**src/rtl/alu_pkg.sv**
```systemverilog
// Shared ALU definitions: op codes, widths, held-instruction payload and immediate extension.
package alu_pkg;

   localparam int unsigned DATA_W  = 32;
   localparam int unsigned REG_AW  = 5;
   localparam int unsigned OP_W    = 4;
   localparam int unsigned IMM_W   = 16;
   localparam int unsigned SHAMT_W = 5;

   localparam logic [OP_W-1:0] ALU_AND = 4'd0;
   localparam logic [OP_W-1:0] ALU_OR  = 4'd1;
   localparam logic [OP_W-1:0] ALU_NOR = 4'd2;
   localparam logic [OP_W-1:0] ALU_ADD = 4'd3;
   localparam logic [OP_W-1:0] ALU_SUB = 4'd4;
   localparam logic [OP_W-1:0] ALU_SLL = 4'd5;
   localparam logic [OP_W-1:0] ALU_SRL = 4'd6;
   localparam logic [OP_W-1:0] ALU_LUI = 4'd7;

   // b already holds the extended immediate when alu_src is set
   typedef struct packed {
      logic [OP_W-1:0]    alu_op;
      logic [DATA_W-1:0]  a;
      logic [DATA_W-1:0]  b;
      logic               alu_src;
      logic [REG_AW-1:0]  rs_addr;
      logic [REG_AW-1:0]  rt_addr;
      logic [REG_AW-1:0]  rd_addr;
      logic [SHAMT_W-1:0] shamt;
      logic               reg_write;
   } op_payload_t;

   function automatic logic [DATA_W-1:0] ext_imm(input logic [IMM_W-1:0] imm,
                                                 input logic zext);
      if (zext)
         return {{(DATA_W-IMM_W){1'b0}}, imm};
      return {{(DATA_W-IMM_W){imm[IMM_W-1]}}, imm};
   endfunction

endpackage

```
**src/rtl/operand_fwd_mux.sv**
```systemverilog
// Per-operand bypass select: EX/MEM over MEM/WB over held data; hit_c feeds the hazard stall.
module operand_fwd_mux #(
   parameter int unsigned DATA_W = 32,
   parameter int unsigned REG_AW = 5
) (
   input  logic [REG_AW-1:0] addr,
   input  logic [DATA_W-1:0] held_data,
   input  logic              exmem_reg_write,
   input  logic [REG_AW-1:0] exmem_rd,
   input  logic [DATA_W-1:0] exmem_result,
   input  logic              memwb_reg_write,
   input  logic [REG_AW-1:0] memwb_rd,
   input  logic [DATA_W-1:0] memwb_result,
   output logic [DATA_W-1:0] data_c,
   output logic              hit_c
);

   logic exmem_hit;
   logic memwb_hit;

   // register 0 is hardwired and never a forwarding source
   always_comb begin
      exmem_hit = exmem_reg_write && (exmem_rd == addr) && (addr != '0);
      memwb_hit = memwb_reg_write && (memwb_rd == addr) && (addr != '0);
      hit_c     = exmem_hit || memwb_hit;
      data_c    = held_data;
      if (exmem_hit)
         data_c = exmem_result;
      else if (memwb_hit)
         data_c = memwb_result;
   end

endmodule

```
**src/rtl/alu_operand_stage.sv**
```systemverilog
// ID/EX operand stage: one-entry valid/ready register with bypass (ALU_FWD_EN) or hazard stall.
module alu_operand_stage
   import alu_pkg::*;
(
   input  logic               clk,
   input  logic               reset,
   input  logic               flush,
   input  logic               in_valid,
   output logic               in_ready,
   input  logic [OP_W-1:0]    in_alu_op,
   input  logic [DATA_W-1:0]  in_rs_data,
   input  logic [DATA_W-1:0]  in_rt_data,
   input  logic [IMM_W-1:0]   in_imm,
   input  logic               in_zext,
   input  logic               in_alu_src,
   input  logic [SHAMT_W-1:0] in_shamt,
   input  logic [REG_AW-1:0]  in_rs_addr,
   input  logic [REG_AW-1:0]  in_rt_addr,
   input  logic [REG_AW-1:0]  in_rd_addr,
   input  logic               in_reg_write,
   input  logic               exmem_reg_write,
   input  logic [REG_AW-1:0]  exmem_rd,
   input  logic [DATA_W-1:0]  exmem_result,
   input  logic               memwb_reg_write,
   input  logic [REG_AW-1:0]  memwb_rd,
   input  logic [DATA_W-1:0]  memwb_result,
   output logic               out_valid,
   input  logic               out_ready,
   output logic [OP_W-1:0]    ALUOperation,
   output logic [DATA_W-1:0]  A,
   output logic [DATA_W-1:0]  B,
   output logic [SHAMT_W-1:0] shamt,
   output logic [REG_AW-1:0]  out_rd_addr,
   output logic               out_reg_write
);

   localparam logic [0:0] EMPTY = 1'b0;
   localparam logic [0:0] FULL  = 1'b1;

   logic [0:0]        state_q;
   logic [0:0]        state_d;
   op_payload_t       pay_q;
   op_payload_t       pay_d;
   op_payload_t       pay_in;
   logic              hold;
   logic              load;
   logic              hit_a;
   logic              hit_b;
   logic [DATA_W-1:0] fwd_a;
   logic [DATA_W-1:0] fwd_b;

   // immediate is extended once at capture so B needs no muxing on the hot path
   always_comb begin
      pay_in.alu_op    = in_alu_op;
      pay_in.a         = in_rs_data;
      pay_in.b         = in_alu_src ? ext_imm(in_imm, in_zext) : in_rt_data;
      pay_in.alu_src   = in_alu_src;
      pay_in.rs_addr   = in_rs_addr;
      pay_in.rt_addr   = in_rt_addr;
      pay_in.rd_addr   = in_rd_addr;
      pay_in.shamt     = in_shamt;
      pay_in.reg_write = in_reg_write;
   end

   operand_fwd_mux #(.DATA_W(DATA_W), .REG_AW(REG_AW)) u_fwd_a (
      .addr            (pay_q.rs_addr),
      .held_data       (pay_q.a),
      .exmem_reg_write (exmem_reg_write),
      .exmem_rd        (exmem_rd),
      .exmem_result    (exmem_result),
      .memwb_reg_write (memwb_reg_write),
      .memwb_rd        (memwb_rd),
      .memwb_result    (memwb_result),
      .data_c          (fwd_a),
      .hit_c           (hit_a)
   );

   operand_fwd_mux #(.DATA_W(DATA_W), .REG_AW(REG_AW)) u_fwd_b (
      .addr            (pay_q.rt_addr),
      .held_data       (pay_q.b),
      .exmem_reg_write (exmem_reg_write),
      .exmem_rd        (exmem_rd),
      .exmem_result    (exmem_result),
      .memwb_reg_write (memwb_reg_write),
      .memwb_rd        (memwb_rd),
      .memwb_result    (memwb_result),
      .data_c          (fwd_b),
      .hit_c           (hit_b)
   );

`ifdef ALU_FWD_EN
   logic unused_hit;
   assign unused_hit = hit_a | hit_b;
   assign hold       = 1'b0;
   assign A          = fwd_a;
   assign B          = pay_q.alu_src ? pay_q.b : fwd_b;
`else
   logic unused_fwd;
   assign unused_fwd = ^{fwd_a, fwd_b};
   // rt only matters when B actually comes from the register file
   assign hold       = (state_q == FULL) && (hit_a || (hit_b && !pay_q.alu_src));
   assign A          = pay_q.a;
   assign B          = pay_q.b;
`endif

   assign out_valid = (state_q == FULL) && !hold;
   assign in_ready  = (state_q == EMPTY) || (out_ready && !hold);
   assign load      = in_valid && in_ready && !flush;

   // next-state and payload update; flush beats any same-cycle load
   always_comb begin
      state_d = state_q;
      pay_d   = pay_q;
      if (flush) begin
         state_d         = EMPTY;
         pay_d.reg_write = 1'b0;
      end else begin
         case (state_q)
            EMPTY: begin
               if (load) begin
                  state_d = FULL;
                  pay_d   = pay_in;
               end
            end
            FULL: begin
               if (load)
                  pay_d = pay_in;
               else if (out_ready && !hold)
                  state_d = EMPTY;
            end
            default: state_d = EMPTY;
         endcase
      end
   end

   always_ff @(posedge clk or negedge reset) begin
      if (!reset) begin
         state_q <= EMPTY;
         pay_q   <= '0;
      end else begin
         state_q <= state_d;
         pay_q   <= pay_d;
      end
   end

   assign ALUOperation  = pay_q.alu_op;
   assign shamt         = pay_q.shamt;
   assign out_rd_addr   = pay_q.rd_addr;
   assign out_reg_write = pay_q.reg_write;

endmodule

```
**config.mk**
```make
export PLATFORM = sky130hd
export DESIGN_NAME = alu_operand_stage
export DESIGN_NICKNAME = d
export VERILOG_FILES = /design/src/rtl/alu_pkg.sv /design/src/rtl/operand_fwd_mux.sv /design/src/rtl/alu_operand_stage.sv
export SDC_FILE = /design/constraint.sdc
export NUM_CORES = 1
export LEC_CHECK = 0
export ABC_AREA = 1
export ABC_CLOCK_PERIOD_IN_PS = 5070
export BUFFER_PORTS_ARGS = -buffer_cell sky130_fd_sc_hd__buf_2
export CELL_PAD_IN_SITES_DETAIL_PLACEMENT = 1
export CELL_PAD_IN_SITES_GLOBAL_PLACEMENT = 2
export CORE_MARGIN = 3
export CORE_UTILIZATION = 26
export CTS_BUF_LIST = sky130_fd_sc_hd__clkbuf_4 sky130_fd_sc_hd__clkbuf_8
export CTS_CLUSTER_DIAMETER = 60
export CTS_CLUSTER_SIZE = 20
export DETAILED_ROUTE_END_ITERATION = 10
export HOLD_SLACK_MARGIN = 0.06
export MAX_ROUTING_LAYER = met4
export PLACE_DENSITY_LB_ADDON = 0.1
export SETUP_SLACK_MARGIN = 0.05
export SYNTH_ARGS = -nofsm -noshare
export SYNTH_HDL_FRONTEND = slang
export SYNTH_SLANG_ARGS = --single-unit
```
**constraint.sdc**
```tcl
create_clock -name clk -period 5.07 [get_ports clk]
set_clock_uncertainty 0.15 [all_clocks]
set_input_delay 0.7605 -clock clk [delete_from_list [all_inputs] [get_ports clk]]
set_output_delay 0.7605 -clock clk [all_outputs]
set_load 0.02 [all_outputs]
```
==> results.toml, run 1 <==
[timing]
setup_tns_ns = 0
fin_crit_ns = 3.08
drv_slew = 0
rsz0062_at_grt = "false"
hold_ws_ns = 0.323
slew_headroom = 0.257
fin_crit_sh = 0.608
tightest_slew_ns = 1.11
maxClockFrequency_ghz = 0.324
final_hold_viol_count = 0
fin_ws_ns = 1.99
setup_violations = 0

[clock_network]
clkLatencyLatePin_ns = 0.37
ctsLongestPathBuffers = 2
cts_resized = 0
path_clk_slew_ns = 0.11
post-cts-setup-buffer-count = 0
hold_buffers = 0
cts_root_buffer = "clkbuf_8"
h-tree-depth = 3
cts-buffers-inserted = 9
cts_tree = "built"
cts.sinks = 91

[critical_path]
end_kind = "register"
worstReg2RegStart = "pay_q[16]"
path_delay_family = "simple AND/OR/NAND/NOR gates"
crit_chain = "buf_2 -> inv_1 -> nand2_1 -> nand2_1 -> nor2_1 -> nand3_1 -> nand2_1 -> nand2_1 -> nand3_1 -> nand2_4 -> nand3_4 -> nand2_1 -> nand2_1"
crit_fanout = 89
critPathArrivalTime_ns = 3.19
critPathMostFrequentCell = "nand2_1"
cp.buffers_inverters = 2
startpoint = "memwb_rd[1]"
setup.worst_path.class = "in2reg"
critical-path-max-stage-delay_ns = 0.90
required_ns = 5.17
worstSetupStartpointType = "primary input"
cpMaxStageDelayCell = "nand3_4"

[placed_design]
dp_slack_ns = 1.48
port_buffers = 204
post-place-cells = 991
gp_congestion = 0.789
dpl-instance-area_um2 = 5690
place_hpwl_um = 10900

[pwr]
leakage_nw = 3.36
ir_drop_uv = 103
p_per_area_nw_per_um2 = 332
p_int_mw = 1.21
clkPwrFrac = 0.250
switching_share = 0.379
comb_power_share = 0.287
p_seq_frac = 0.463
power_switching_mw = 0.740

[detailed_routing]
firstDrtPassIters = 4
drt_iter0_drc = 138
wl_um = 16400
drc = 0
num_vias = 4505
antenna_left = 0
via_per_inst = 4.47
wl_per_cell_um = 16.3

[logic_synthesis]
synth-compound-area-share = 0.0211
synth_area_um2 = 5090
synthAdderAreaFrac = 0
postSynthCellCount = 645
synth_warnings = 0
avgSynthCellArea_um2 = 7.90
ys_types = 21
synth_nets = 833
synth.area.mux_share = 0.0332
synth_seq_area_share = 0.447
synth_top_family_by_area = "simple AND/OR/NAND/NOR gates"
synth-seq-cells = 91
synth-xor-area-share = 0
yosys.area_share.simple = 0.312

[final_layout]
drive_gt1_frac = 0.327
final_cells = 1008
nNetsFinal = 930
final_cell_area_um2 = 5880
area_growth_syn_to_layout_pct = 15.3
fillers = 2404

[grt]
track_usage = 0.157
antenna_found_initial = 1
grt_max_degree = 93
grt_pass1_vias = 4783
grt_pass1_wl_um = 26200
gr-total-overflow = 0

[floorplanning]
fp.dieH_um = 146
start_util = 0.269
die_w_um = 146
core_area_um2 = 19000
num_io_pins = 269
rows = 50
die-area_um2 = 21300

[job]
cap_violations = 0

[worst_hold_path]
min-delay-start = "A[13]"
hold_path.class = "reg2reg"

[outcome]
status = "completed"
-- path summary, 6_finish.rpt --
kind	end	depth (start not counted)	slack (ns)
worst max-delay path	out_rd_addr[0]	13	1.99
worst min-delay path	A[13]	2	0.32
worst max register to register	out_rd_addr[0]	12	2.06
worst min register to register	A[13]	2	0.32
max in group asynchronous	pay_q[15]	2	3.47
min in group asynchronous	B[3]	1	0.33
-- kinds of logic after synthesis --
logic type / after synthesis
mux: 15
simple gates: 357
compound gates: 21
buf+inv: 161
flops: 91
-- worst reg2reg max path: cells and delay by family (launching register included) --
family	cells	cell delay, ns
buf+inv	1	0.13
flops	1	0.41
simple gates	11	2.22
-- cell usage in the layout, fill, tap and decap left out, types with 2 or more instances in the layout --
master    Yosys  routed
mux2_2       15      15
buf_2        10     202
inv_2         2       2
clkbuf_8      0       9
buf_4        85       6
nand3_1       8       8
clkinv_4      0       3
nor2_1       16      16
inv_1        37      36
clkinv_2      0       2
o21ai_0      19      19
nand4_1      90      90
nand2_1     238     238
dfrtp_1      91      91
-- final cells by class --
class                   instances  area (um2)  share of cell area
clock buffers                   9         124              0.0211
diodes                          1        2.50            0.000426
well taps                     260         325              0.0554
clock inverters                 7        63.8              0.0109
repair buffers                208        1060               0.180
flip-flops and latches         91        2280               0.388
inverters                      39         148              0.0251
multi-input cells             393        1880               0.320
-- routing by layer --
layer,global-route usage,vias to the layer above,share of wire
li1,-,2216,-
met1,0.190,2182,0.44
met5,-,-,0
met3,0.0433,10,0.054
met4,0.0386,0,0.011
met2,0.259,97,0.49
-- state kept, by name, summed over array words and instances, names as in the netlist --
| register | flops |
|---|---|
| shamt | 5 |
| ALUOperation | 4 |
| out_rd_addr | 5 |
| pay_q | 11 |
| A | 32 |
| state_q | 1 |
| B | 32 |
| out_reg_write | 1 |
-- power by group through the flow --
stage               clock, mW  sequential, mW  combinational, mW
floorplan                   0           0.904              0.485
global placement            0           0.917              0.567
detailed placement          0           0.920              0.575
finish                  0.488           0.905              0.560
CTS                     0.518           0.907              0.576
global route            0.549           0.922              0.627
-- cell usage after synthesis --
library cell | n | area [um2]
nand2_1 | 238 | 893
dfrtp_1 | 91 | 2280
nand4_1 | 90 | 563
buf_4 | 85 | 638
inv_1 | 37 | 139
clkbuf_1 | 20 | 75.1
o21ai_0 | 19 | 95.1
nor2_1 | 16 | 60.1
mux2_2 | 15 | 169
buf_2 | 10 | 50.1
nand3_1 | 8 | 40.0
buf_1 | 5 | 18.8
buf_6 | 2 | 22.5
inv_2 | 2 | 7.51
a21oi_1 | 1 | 5.00
and3_1 | 1 | 6.26
nand2_2 | 1 | 6.26
nand3_2 | 1 | 10.0
nor3_1 | 1 | 5.00
o21bai_1 | 1 | 7.51
or2_0 | 1 | 6.26
-- through the flow --
step            util  total power, mW
5_1_grt        0.310             2.10
6_report       0.310             1.95
3_3_place_gp   0.300             1.48
4_1_cts        0.310             2.00
2_1_floorplan      -             1.39
3_5_place_dp   0.300             1.50
Power figures use the tool's default switching activity.
==> run 2: changes to the inputs <==
--- a/config.mk
+++ b/config.mk
@@ -6,12 +6,12 @@
 export NUM_CORES = 1
 export LEC_CHECK = 0
 export ABC_AREA = 1
-export ABC_CLOCK_PERIOD_IN_PS = 5070
+export ABC_CLOCK_PERIOD_IN_PS = 2900
 export BUFFER_PORTS_ARGS = -buffer_cell sky130_fd_sc_hd__buf_2
 export CELL_PAD_IN_SITES_DETAIL_PLACEMENT = 1
 export CELL_PAD_IN_SITES_GLOBAL_PLACEMENT = 2
 export CORE_MARGIN = 3
-export CORE_UTILIZATION = 26
+export CORE_UTILIZATION = 25
 export CTS_BUF_LIST = sky130_fd_sc_hd__clkbuf_4 sky130_fd_sc_hd__clkbuf_8
 export CTS_CLUSTER_DIAMETER = 60
 export CTS_CLUSTER_SIZE = 20
==> constraint.sdc (replaced) <==
create_clock -name clk -period 2.9 [get_ports clk]
set_clock_uncertainty 0.15 [all_clocks]
set_input_delay 0.435 -clock clk [delete_from_list [all_inputs] [get_ports clk]]
set_output_delay 0.435 -clock clk [all_outputs]
set_load 0.02 [all_outputs]
==> run 2 against run 1 <==
Against the previous run:
- routed wire length grew 1.5%
- global-route usage is essentially flat
- worst hold slack lost 0.16 ns
- sequential cell count is the same
- design area grew 2.3%
==> results.toml, run 2 (synthesis gave the netlist of run 1 again) <==
[critical_path]
worstSetupStartpointType = "register"
setup.worst_path.class = "reg2out"
crit_fanout = 20
r2r_setup_slack_ns = 0.73
timing.rr.end = "A[25]"
critPathCapture = "in_ready"
worstReg2RegStart = "pay_q[16]"
startpoint = "pay_q[16]"
reg2reg_depth = 13
required_ns = 2.32
critPathArrivalTime_ns = 2.04
end_kind = "output port"

[job]
cap_violations = 0

[pwr]
switching_share = 0.365
comb_power_share = 0.293
clkPwrFrac = 0.243
p_int_mw = 2.17
finalPower_mw = 3.41
leakage_nw = 3.43
power_switching_mw = 1.25
ir_drop_uv = 236
p_per_area_nw_per_um2 = 568
p_seq_frac = 0.464

[grt]
antenna_found_initial = 3
grt_pass1_wl_um = 26700
track_usage = 0.157
grt_pass1_vias = 4939
gr-total-overflow = 0
grt_max_degree = 92

[timing]
fin_crit_ns = 2.63
drv_slew = 0
setup_violations = 0
fin_crit_sh = 0.906
slew_headroom = 0.653
maxClockFrequency_ghz = 0.381
tightest_slew_ns = 0.521
hold_ws_ns = 0.162
rsz0062_at_grt = "false"
final_hold_viol_count = 0
setup_tns_ns = 0
fin_ws_ns = 0.274

[detailed_routing]
num_vias = 4526
firstDrtPassIters = 4
wl_per_cell_um = 16.3
drt_iter0_drc = 85
antenna_left = 0
wl_um = 16700
via_per_inst = 4.42
drc = 0

[final_layout]
final_cell_mix = "238 x nand2_1, 202 x buf_2, 91 x dfrtp_1"
final_common_cell = "nand2_1"
drive_gt1_frac = 0.331
final_util = 0.305
area_growth_syn_to_layout_pct = 18.0
nNetsFinal = 939

[floorplanning]
fp.dieH_um = 149
num_io_pins = 269
core_area_um2 = 19700
rows = 51
die-area_um2 = 22100
die_w_um = 149
start_util = 0.258

[placed_design]
gp_congestion = 0.789
place_hpwl_um = 11300
dp_slack_ns = 0.493
port_buffers = 204

[clock_network]
cts-buffers-inserted = 9
cts_resized = 0
h-tree-depth = 3
ctsLongestPathBuffers = 2
cts_tree = "built"
hold_buffers = 1
cts_root_buffer = "clkbuf_8"
cts.sinks = 91
clkLatencyLatePin_ns = 0.37
path_clk_slew_ns = 0.09
post-cts-setup-buffer-count = 0

[outcome]
status = "completed"

[worst_hold_path]
hold_path.class = "in2reg"
-- run 2: worst min path at each step --
| stage | cells past startpoint | end | startpoint | slack (ns) |
|---|---|---|---|---|
| 2_1_floorplan | 0 | ALUOperation[0] | reset | -0.01 |
| 3_3_place_gp | 2 | A[6] | A[6] | 0.30 |
| 3_5_place_dp | 2 | B[13] | B[13] | 0.30 |
| 4_1_cts | 2 | state_q | flush | 0.06 |
| 5_1_grt | 3 | A[2] | in_rs_data[2] | 0.13 |
| 6_report | 3 | pay_q[19] | in_rs_addr[3] | 0.16 |
-- run 2: critical path, stage by stage (launching register included) --
cell and delay (ns):
dfrtp_1 0.41, inv_1 0.13, nand2_1 0.06, nand2_1 0.06, nor2_1 0.05, nand3_1 0.09, nand2_1 0.06, nand2_1 0.10
nand3_1 0.13, nand2_4 0.11, buf_4 0.25, buf_2 0.21
-- run 2: metrics by stage --
step / cell area, um2 / std cells
after floorplan: 5090 / 645
after global placement: 5810 / 1003
after detailed placement: 5810 / 1003
after CTS: 5990 / 1019
after global routing: 6010 / 1023
final: 6010 / 1023
-- run 2: per-layer routing --
metal / share of wire / routed length [um] / GRT usage
met1: 0.44 / 7400 / 0.191
met2: 0.49 / 8210 / 0.261
met3: 0.049 / 822 / 0.0419
met4: 0.013 / 218 / 0.0357
met5: 0 / 0 / -
-- run 2: area by class of cell --
class,instances,area (um2)
fillers,2447,13700
flip-flops and latches,91,2280
multi-input cells,393,1880
repair buffers,217,1190
well taps,265,332
clock buffers,11,151
inverters,39,148
clock inverters,4,26.3
diodes,3,7.51
-- run 2: power groups by stage --
stage	Sequential, mW	Clock [mW]	Combinational (mW)
floorplan	1.58	0	0.848
global placement	1.61	0	1.01
detailed placement	1.61	0	1.03
CTS	1.59	0.891	1.03
global route	1.62	0.938	1.12
finish	1.58	0.830	1.00
==> run 3: changes to the inputs <==
--- a/config.mk
+++ b/config.mk
@@ -8,10 +8,10 @@
 export ABC_AREA = 1
 export ABC_CLOCK_PERIOD_IN_PS = 2900
 export BUFFER_PORTS_ARGS = -buffer_cell sky130_fd_sc_hd__buf_2
-export CELL_PAD_IN_SITES_DETAIL_PLACEMENT = 1
-export CELL_PAD_IN_SITES_GLOBAL_PLACEMENT = 2
+export CELL_PAD_IN_SITES_DETAIL_PLACEMENT = 0
+export CELL_PAD_IN_SITES_GLOBAL_PLACEMENT = 1
 export CORE_MARGIN = 3
-export CORE_UTILIZATION = 25
+export CORE_UTILIZATION = 32
 export CTS_BUF_LIST = sky130_fd_sc_hd__clkbuf_4 sky130_fd_sc_hd__clkbuf_8
 export CTS_CLUSTER_DIAMETER = 60
 export CTS_CLUSTER_SIZE = 20
==> run 3 against run 2 <==
Against the previous run:
- die area shrank 21%
- critical path depth is the same
- routed wire length shrank 13%
- register-to-register slack is essentially flat
- combinational power is essentially flat
- sequential cell count is the same
- global-route usage grew 1.6 points
- clock power shrank 4.6%
- critical endpoint unchanged
- critical path type unchanged
- worst hold slack lost 0.0040 ns
- worst setup slack gained 0.032 ns
- maximum frequency grew 1.2%
- sequential share of layout area grew 0.71 points
==> results.toml, run 3 (synthesis gave the netlist of run 1 again) <==
[outcome]
status = "completed"

[clock_network]
clkLatencyLatePin_ns = 0.36
h-tree-depth = 3
cts_tree = "built"
cts.sinks = 91
cts-buffers-inserted = 9
path_clk_slew_ns = 0.10
cts_root_buffer = "clkbuf_8"
post-cts-setup-buffer-count = 0
ctsLongestPathBuffers = 2

[final_layout]
multiInputGateArea_um2 = 1880
nNetsFinal = 939
area_growth_syn_to_layout_pct = 15.8
fillers = 1694
final_util = 0.384
seq_area_um2 = 2280
n_antenna_cell = 0
final_cells = 967
final_cell_area_um2 = 5900
final_cell_mix = "238 x nand2_1, 202 x buf_2, 91 x dfrtp_1"
final_common_cell = "nand2_1"
drive_gt1_frac = 0.332

[placed_design]
dpl-instance-area_um2 = 5700
gp_congestion = 0.822
post-place-cells = 949
place_hpwl_um = 9910
port_buffers = 204

[timing]
maxClockFrequency_ghz = 0.385
fin_crit_sh = 0.895
tightest_slew_ns = 1.04
setup_violations = 0
final_hold_viol_count = 0
fin_crit_ns = 2.59
hold_ws_ns = 0.158
rsz0062_at_grt = "false"
setup_tns_ns = 0
slew_headroom = 0.307
drv_slew = 0

[critical_path]
reg2reg_depth = 13
r2r_setup_slack_ns = 0.73
timing.rr.end = "shamt[1]"
required_ns = 2.32
worstReg2RegStart = "pay_q[18]"
end_kind = "output port"
critPathArrivalTime_ns = 2.01
worstSetupStartpointType = "register"
startpoint = "pay_q[18]"
crit_fanout = 44
setup.worst_path.class = "reg2out"

[pwr]
p_int_mw = 2.13
ir_drop_uv = 215
p_seq_frac = 0.473
p_per_area_nw_per_um2 = 568
comb_power_share = 0.291
switching_share = 0.365
power_switching_mw = 1.22
leakage_nw = 3.41
clkPwrFrac = 0.236

[detailed_routing]
num_vias = 4447
drc = 0
wl_um = 14400
wl_per_cell_um = 14.9
antenna_left = 0
firstDrtPassIters = 4
via_per_inst = 4.60
drt_iter0_drc = 260

[job]
cap_violations = 0

[grt]
grt_max_degree = 92
grt_pass1_wl_um = 23700
track_usage = 0.172
grt_pass1_vias = 4456
antenna_found_initial = 0
gr-total-overflow = 0

[floorplanning]
num_io_pins = 269
fp.dieH_um = 132
rows = 45
die-area_um2 = 17500
start_util = 0.331
die_w_um = 132
core_area_um2 = 15400

[worst_hold_path]
hold_path.class = "in2reg"
min_path_cells = 3
min-delay-start = "in_rs_data[0]"
hold_end = "A[0]"
## run 3: cell count changes in the layout (fill, tap and decap cells not counted), sizes merged
cell	delta
diode	-3
clkinv	-2
clkinvlp	+2
inv	+2
clkbuf	-1
## run 3: critical path: stages (launching register included)
cell	delay, ns
dfrtp_1	0.45
inv_1	0.10
nand2_1	0.05
nand2_1	0.08
nor2_1	0.05
nand3_1	0.06
nand2_1	0.05
nand2_1	0.08
nand3_1	0.12
nand2_4	0.11
buf_8	0.26
buf_2	0.22
## run 3: worst max path at each step
stage               endpoint  slack [ns]  cells after the start
detailed placement  in_ready        0.41                     12
floorplan           in_ready        1.13                      9
finish              in_ready        0.31                     11
CTS                 in_ready        0.09                     11
global route        in_ready        0.09                     11
global placement    in_ready        0.41                     12
## run 3: power by group through the flow
stage / Combinational (mW) / Sequential (mW) / Clock [mW]
6_report: 0.976 / 1.58 / 0.792
4_1_cts: 0.994 / 1.59 / 0.844
2_1_floorplan: 0.848 / 1.58 / 0
5_1_grt: 1.09 / 1.61 / 0.885
3_3_place_gp: 0.983 / 1.60 / 0
3_5_place_dp: 0.991 / 1.61 / 0
## run 3: metrics by stage
step	worst slack, ns	total power [mW]
floorplan	1.13	2.43
global placement	0.410	2.59
detailed placement	0.409	2.60
CTS	0.0940	3.42
global route	0.0948	3.59
finish	0.305	3.35
## run 3: timing repair
action / 4_1_cts / 5_1_grt
setup endpoints to repair: 0 / 1
hold buffers: 2 / 0
hold endpoints to repair: 20 / 0
resized for setup: 0 / 2
## run 3: routing by layer
metal / share of wire / GRT usage / wire length (um)
met1: 0.46 / 0.222 / 6570
met2: 0.48 / 0.278 / 6990
met3: 0.048 / 0.0328 / 694
met4: 0.012 / 0.0502 / 174
met5: 0 / - / 0
## run 3: area by class of cell
class                      count  share of cell area
sequential                    91               0.386
tap                          211              0.0447
clock buffer                  10              0.0223
clock inverter                 6             0.00700
multi-input combinational    393               0.318
timing repair buffer         217               0.197
inverter                      39              0.0248
